===== config.mk =====
export PLATFORM = sky130hd
export DESIGN_NAME = seven_seg_scan
export DESIGN_NICKNAME = d
export VERILOG_FILES = /design/src/rtl/seven_seg_pkg.sv /design/src/rtl/clk_div_tick.sv /design/src/rtl/seven_seg_scan.sv
export SDC_FILE = /design/constraint.sdc
export NUM_CORES = 1
export LEC_CHECK = 0
export CORE_ASPECT_RATIO = 0.6
export CORE_MARGIN = 1.5
export CORE_UTILIZATION = 59
export DETAILED_ROUTE_END_ITERATION = 16
export PLACE_DENSITY = 0.82
export SLEW_MARGIN = 20
export SYNTH_ARGS = -nofsm -noshare
export SYNTH_HDL_FRONTEND = slang
export SYNTH_HIERARCHICAL = 1
export SYNTH_SLANG_ARGS = --single-unit

===== constraint.sdc =====
create_clock -name clk -period 4.1 [get_ports clk]
set_input_delay 0.82 -clock clk [delete_from_list [all_inputs] [get_ports clk]]
set_output_delay 0.82 -clock clk [all_outputs]
set_load 0.02 [all_outputs]

===== src/rtl/seven_seg_pkg.sv =====
`default_nettype none
// ============================================================================
//  Module      : seven_seg_pkg
//  Description : Shared constants, scan-state type and anode helper for the
//                8-digit multiplexed seven-segment scan controller.
//  Contents    : DIG_NUM   - number of digits (fixed at 8)
//                NUM_W     - width of the digit index
//                ANODE_OFF - active-low anode pattern with every digit dark
//                scan_state_t - IDLE / GUARD / SHOW
//                anode_pattern() - active-low anode word for one digit
//  Revision    : 1.0 - initial release
// ============================================================================
package seven_seg_pkg;

    localparam int DIG_NUM = 8;
    localparam int NUM_W   = 3;

    localparam logic [DIG_NUM-1:0] ANODE_OFF = 8'hFF;

    typedef enum logic [1:0] {
        IDLE  = 2'd0,
        GUARD = 2'd1,
        SHOW  = 2'd2
    } scan_state_t;

    // Anodes are active-low: the selected digit goes low only when its mask
    // bit is set, otherwise the slot stays dark but still takes its time.
    function automatic logic [DIG_NUM-1:0] anode_pattern(
        input logic [NUM_W-1:0]   idx,
        input logic [DIG_NUM-1:0] mask
    );
        return ~((DIG_NUM'(1) << idx) & mask);
    endfunction

endpackage : seven_seg_pkg
`default_nettype wire


===== src/rtl/clk_div_tick.sv =====
`default_nettype none
// ============================================================================
//  Module      : clk_div_tick
//  Description : Modulo-DIV counter with synchronous clear and count enable.
//                Counts 0..DIV-1 while enabled and wraps to 0.
//  Ports       : clk    - system clock
//                rst_n  - asynchronous active-low reset
//                clr_i  - synchronous clear to 0 (dominates enable)
//                en_i   - count enable
//                cnt_o  - current count
//                tc_o   - terminal count: high while enabled at DIV-1
//  Revision    : 1.0 - initial release
// ============================================================================
module clk_div_tick #(
    parameter int DIV   = 10,
    parameter int CNT_W = (DIV > 1) ? $clog2(DIV) : 1
) (
    input  logic             clk,
    input  logic             rst_n,
    input  logic             clr_i,
    input  logic             en_i,
    output logic [CNT_W-1:0] cnt_o,
    output logic             tc_o
);

    localparam logic [CNT_W-1:0] CNT_LAST = CNT_W'(DIV - 1);

    logic [CNT_W-1:0] cnt_q;
    logic [CNT_W-1:0] cnt_d;
    logic             tc_d;

    // Terminal count is combinational so the consumer can act on the very
    // edge that wraps the counter; a pending clear suppresses it.
    assign tc_d = en_i && !clr_i && (cnt_q == CNT_LAST);

    always_comb begin
        cnt_d = cnt_q;
        if (clr_i) begin
            cnt_d = '0;
        end else if (en_i) begin
            cnt_d = tc_d ? '0 : cnt_q + CNT_W'(1);
        end
    end

    always_ff @(posedge clk or negedge rst_n) begin
        if (!rst_n) begin
            cnt_q <= '0;
        end else begin
            cnt_q <= cnt_d;
        end
    end

    assign cnt_o = cnt_q;
    assign tc_o  = tc_d;

endmodule : clk_div_tick
`default_nettype wire


===== src/rtl/seven_seg_scan.sv =====
`default_nettype none
// ============================================================================
//  Module      : seven_seg_scan
//  Description : Scan controller for an 8-digit multiplexed seven-segment
//                display. Each digit slot is DIV clocks long and opens with
//                GUARD_CYCLES of all-dark anodes to suppress ghosting.
//  Ports       : clk        - system clock
//                rst_n      - asynchronous active-low reset
//                en         - scan enable; low blanks and freezes the index
//                digit_mask - per-digit lit enable (bit i = digit i)
//                num        - current digit index, mux select
//                an         - active-low anode enables
//                tick       - one-cycle pulse on each digit advance
//                frame_done - one-cycle pulse when num wraps 7 -> 0
//  Revision    : 1.0 - initial release
// ============================================================================
module seven_seg_scan
    import seven_seg_pkg::*;
#(
    parameter int CLK_FREQ_HZ  = 100_000_000,
    parameter int SCAN_HZ      = 1000,
    parameter int GUARD_CYCLES = 1000
) (
    input  logic               clk,
    input  logic               rst_n,
    input  logic               en,
    input  logic [DIG_NUM-1:0] digit_mask,
    output logic [NUM_W-1:0]   num,
    output logic [DIG_NUM-1:0] an,
    output logic               tick,
    output logic               frame_done
);

    localparam int DIV   = CLK_FREQ_HZ / SCAN_HZ;
    localparam int CNT_W = (DIV > 1) ? $clog2(DIV) : 1;

    // Only meaningful when GUARD_CYCLES > 0; the GUARD state is never entered
    // otherwise.
    localparam logic [CNT_W-1:0] GUARD_LAST =
        CNT_W'((GUARD_CYCLES > 0) ? GUARD_CYCLES - 1 : 0);
    localparam logic [NUM_W-1:0] NUM_LAST = NUM_W'(DIG_NUM - 1);

    if ((DIV < 2) || (GUARD_CYCLES < 0) || (GUARD_CYCLES >= DIV)) begin : g_param_check
        $fatal(1, "seven_seg_scan: need DIV >= 2 and 0 <= GUARD_CYCLES < DIV");
    end

    scan_state_t        state_q;
    logic [NUM_W-1:0]   num_q;
    logic [NUM_W-1:0]   num_d;
    logic [DIG_NUM-1:0] an_q;
    logic               tick_q;
    logic               frame_done_q;

    logic [CNT_W-1:0]   div_cnt;
    logic               div_tc;
    logic               div_clr;
    logic               div_en;

    // Dropping en clears the divider on the same edge the FSM goes IDLE, so a
    // re-enable always begins a fresh slot at count 0. The divider holds in
    // IDLE, which makes the first active cycle after IDLE count 0.
    assign div_clr = !en;
    assign div_en  = en && (state_q != IDLE);

    clk_div_tick #(
        .DIV   (DIV),
        .CNT_W (CNT_W)
    ) u_div (
        .clk   (clk),
        .rst_n (rst_n),
        .clr_i (div_clr),
        .en_i  (div_en),
        .cnt_o (div_cnt),
        .tc_o  (div_tc)
    );

    assign num_d = num_q + NUM_W'(1);

    always_ff @(posedge clk or negedge rst_n) begin
        if (!rst_n) begin
            state_q      <= IDLE;
            num_q        <= '0;
            an_q         <= ANODE_OFF;
            tick_q       <= 1'b0;
            frame_done_q <= 1'b0;
        end else begin
            tick_q       <= 1'b0;
            frame_done_q <= 1'b0;
            if (!en) begin
                // Enable has priority over a coinciding advance.
                state_q <= IDLE;
                an_q    <= ANODE_OFF;
            end else begin
                case (state_q)
                    IDLE: begin
                        if (GUARD_CYCLES == 0) begin
                            state_q <= SHOW;
                            an_q    <= anode_pattern(num_q, digit_mask);
                        end else begin
                            state_q <= GUARD;
                            an_q    <= ANODE_OFF;
                        end
                    end
                    GUARD: begin
                        // Load the lit pattern on the last guard count so it
                        // appears exactly when the count reaches GUARD_CYCLES.
                        if (div_cnt == GUARD_LAST) begin
                            state_q <= SHOW;
                            an_q    <= anode_pattern(num_q, digit_mask);
                        end else begin
                            an_q    <= ANODE_OFF;
                        end
                    end
                    SHOW: begin
                        if (div_tc) begin
                            num_q        <= num_d;
                            tick_q       <= 1'b1;
                            frame_done_q <= (num_q == NUM_LAST);
                            if (GUARD_CYCLES == 0) begin
                                state_q <= SHOW;
                                an_q    <= anode_pattern(num_d, digit_mask);
                            end else begin
                                state_q <= GUARD;
                                an_q    <= ANODE_OFF;
                            end
                        end else begin
                            an_q <= anode_pattern(num_q, digit_mask);
                        end
                    end
                    default: begin
                        state_q <= IDLE;
                        an_q    <= ANODE_OFF;
                    end
                endcase
            end
        end
    end

    assign num        = num_q;
    assign an         = an_q;
    assign tick       = tick_q;
    assign frame_done = frame_done_q;

endmodule : seven_seg_scan
`default_nettype wire


==> impl_metrics.yaml <==
status:
  status: "finished, final reports clean"
placed_design:
  dp.cells: 250
  place_congestion: 0.889
  dp_hpwl_um: 3350
  port_buffers: 23
detailed_routing:
  vias_per_cell: 6.28
  drt_iter0_drc: 145
  wl_per_cell_um: 17.9
  drc: 0
  dr.pass1.iters: 5
  ant_nets: 0
  totalWireLength_um: 4610
  vias: 1619
power:
  intPower_uw: 682
  leakage_nw: 0.950
  fin_total_pwr_mw: 1.01
  power_frac_comb_pct: 31.4
  swShare_pct: 32.7
  vdd_drop_max_v: 0.000322
  p_seq_share_pct: 38.7
  p_per_area_nw_per_um2: 448
  power.switching_uw: 331
  clkPwrFrac_pct: 29.9
finish:
  drive_above_1_share_pct: 12.5
  fillers: 202
  antennaDiodeCount: 0
  nNetsFinal: 237
  final_cells: 258
  area_delta_synth_final_pct: 19.8
  final_core_util_pct: 76.3
  final_cell_mix: "24 x dfrtp_1, 23 x clkdlybuf4s50_1, 16 x nand2_1, 13 x nand3_1, 11 x ha_1"
  mostFrequentLayoutCell: "dfrtp_1"
synthesis:
  syn_area_per_cell_um2: 10.0
  synthTopCellsByArea: "dfrtp_1 32%, dfstp_2 11%, ha_1 7.3%, nand3_1 3.4%, nand2_1 3.2%"
  synth_top_area_share_pct: 31.8
  ys_ff_latch: 32
  synth_area_leader_cell: "dfrtp_1"
  netlist_instances: 188
  synth_area_um2: 1890
  synthesis.nets: 210
  yosys_warnings: 6
  ys_types: 48
  ys.flop_type: "dfrtp_1"
  synthArstFlopShare_pct: 100
  synth_edf_count: 0
  seq_area_frac_synth_pct: 42.9
worst_setup_path:
  start_kind: "input pin"
  cp_max_fo: 7
  crit_type: "input pin to flip-flop"
  arrival_ns: 3.06
  cp.required_ns: 4.27
  endpoint_kind: "flip-flop"
clock_tree:
  cts.root.buffer_cell: "clkbuf_8"
  clockBufferDepth: 2
  path_clk_slew_ns: 0.07
  cts_tree: "built"
  post_cts_resized: 0
  htree_levels: 2
  cts_hold_buf: 0
  clock_latency_ns: 0.28
  cts_buffers: 5
  cts.sinks: 32
  postCtsSetupBuffers: 0
timing:
  max_slew_margin_pct: 37.7
  worstMarginPinSlew_ns: 0.930
  finalCritPeriodShare_pct: 70.6
  hold_violations: 0
  holdWs_ns: 0.565
  fin_tns_setup_ns: 0
  slew_viol_final: 0
  fin_skew_ns: 0.00767
  fmax_mhz: 345
  period_needed_ns: 2.90
  rsz0062_at_grt: "false"
  setup_viol: 0
grt:
  grt_max_degree: 33
  grtUsageTotal_pct: 28.5
  grt_pass1_wl_um: 7470
  grt-busiest-layer: "met1"
  grt_overflow: 0
  grt_util_met1_pct: 42.9
  grtUsageMet2_pct: 41.3
  grt_pass1_vias: 1477
  antenna_found_initial: 0
  grt_use_met3_pct: 6.60
worst_hold_path:
  hp-class: "flip-flop to flip-flop"
floorplan:
  die-height_um: 46.8
  core_um2: 2970
  fp.dieW_um: 76.1
  dieArea_um2: 3560
  ios: 24
  rows: 15
  start_util_pct: 63.7
flow_run:
  max-cap-violations: 0
[area by class of cell]
class / count / area [um2] / share of cell area (%)
flip-flops and latches: 32 / 811 / 35.8
multi-input cells: 141 / 1010 / 44.4
clock buffers: 5 / 68.8 / 3.04
well taps: 42 / 52.6 / 2.32
repair buffers: 25 / 245 / 10.8
clock inverters: 3 / 42.5 / 1.88
inverters: 10 / 37.5 / 1.66
[state kept, by name (all words and copies together), names as in the netlist]
register,cells
u_div/cnt_o,17
an,8
frame_done,1
state_q,2
tick,1
num,3
[power groups by stage]
stage | Clock, mW | Sequential (mW) | Combinational [mW]
after floorplan | 0 | 0.430 | 0.165
after global placement | 0 | 0.395 | 0.303
after detailed placement | 0 | 0.399 | 0.314
after CTS | 0.308 | 0.393 | 0.317
after global routing | 0.319 | 0.397 | 0.344
final | 0.303 | 0.392 | 0.318
[cells in the mapped netlist (2+ instances only)]
cell type   n
or3_1       2
a21o_1      7
and2_1      2
o21ai_0     8
a21oi_1     3
nand4bb_1   2
a31o_1      5
nor3_1      4
inv_1       9
o31ai_1     5
nor4_1      5
nand2b_1    4
buf_6       2
xnor2_1     3
mux2i_1     2
a22o_1      3
a211oi_1    5
or2_2       2
nor2_1      8
nand3_1    13
ha_1       11
nand4_1     6
or4_1       3
dfstp_2     8
nor4b_1     2
clkbuf_1    2
nand2_1    16
dfrtp_1    24
nor2b_1     2
o21ai_1     2
[cell families (layout without fill, tap and decap cells)]
family | after synthesis | in the layout | synth area share [%]
flip-flops | 32 | 32 | 42.9
buffers and inverters | 15 | 43 | 3.84
adder cells (fa/ha/maj) | 11 | 11 | 7.28
AO/OA/AOI/OAI | 46 | 46 | 17.9
multiplexers | 3 | 3 | 1.66
AND/OR/NAND/NOR | 78 | 78 | 25.0
XOR/XNOR | 3 | 3 | 1.39
[through the flow]
stage | cell area (um2) | worst slack [ns]
floorplan | 1890 | 1.84
detailed placement | 2150 | 0.967
global placement | 2150 | 1.19
finish | 2260 | 1.20
CTS | 2260 | 1.24
global route | 2260 | 1.02
[metal layers]
metal  vias to the layer above  share of wire (%)
li1                        763                  -
met1                       796                 49
met2                        58                 43
met3                         2                7.3
met4                         0               0.41
met5                         -                  0
[worst max-delay path, cell delays in order]
cell,delay (ns)
clkdlybuf4s50_1,0.60
inv_1,0.16
nor2_1,0.31
nor2b_1,0.33
and2_1,0.22
nand3_1,0.23
mux2_1,0.38
[path summary, 6_finish.rpt]
path | start | end | slack (ns) | cells after the start
setup reg to reg | state_q[0] | num[1] | 1.84 | 7
max in group asynchronous | rst_n | an[0] | 2.84 | 2
hold reg to reg | u_div/cnt_o[16] | u_div/cnt_o[16] | 0.56 | 1
min in group asynchronous | rst_n | u_div/cnt_o[14] | 0.93 | 2
setup / recovery | en | num[1] | 1.20 | 7
hold / removal | u_div/cnt_o[16] | u_div/cnt_o[16] | 0.56 | 1
No activity file was read; power rests on OpenSTA's default activity.
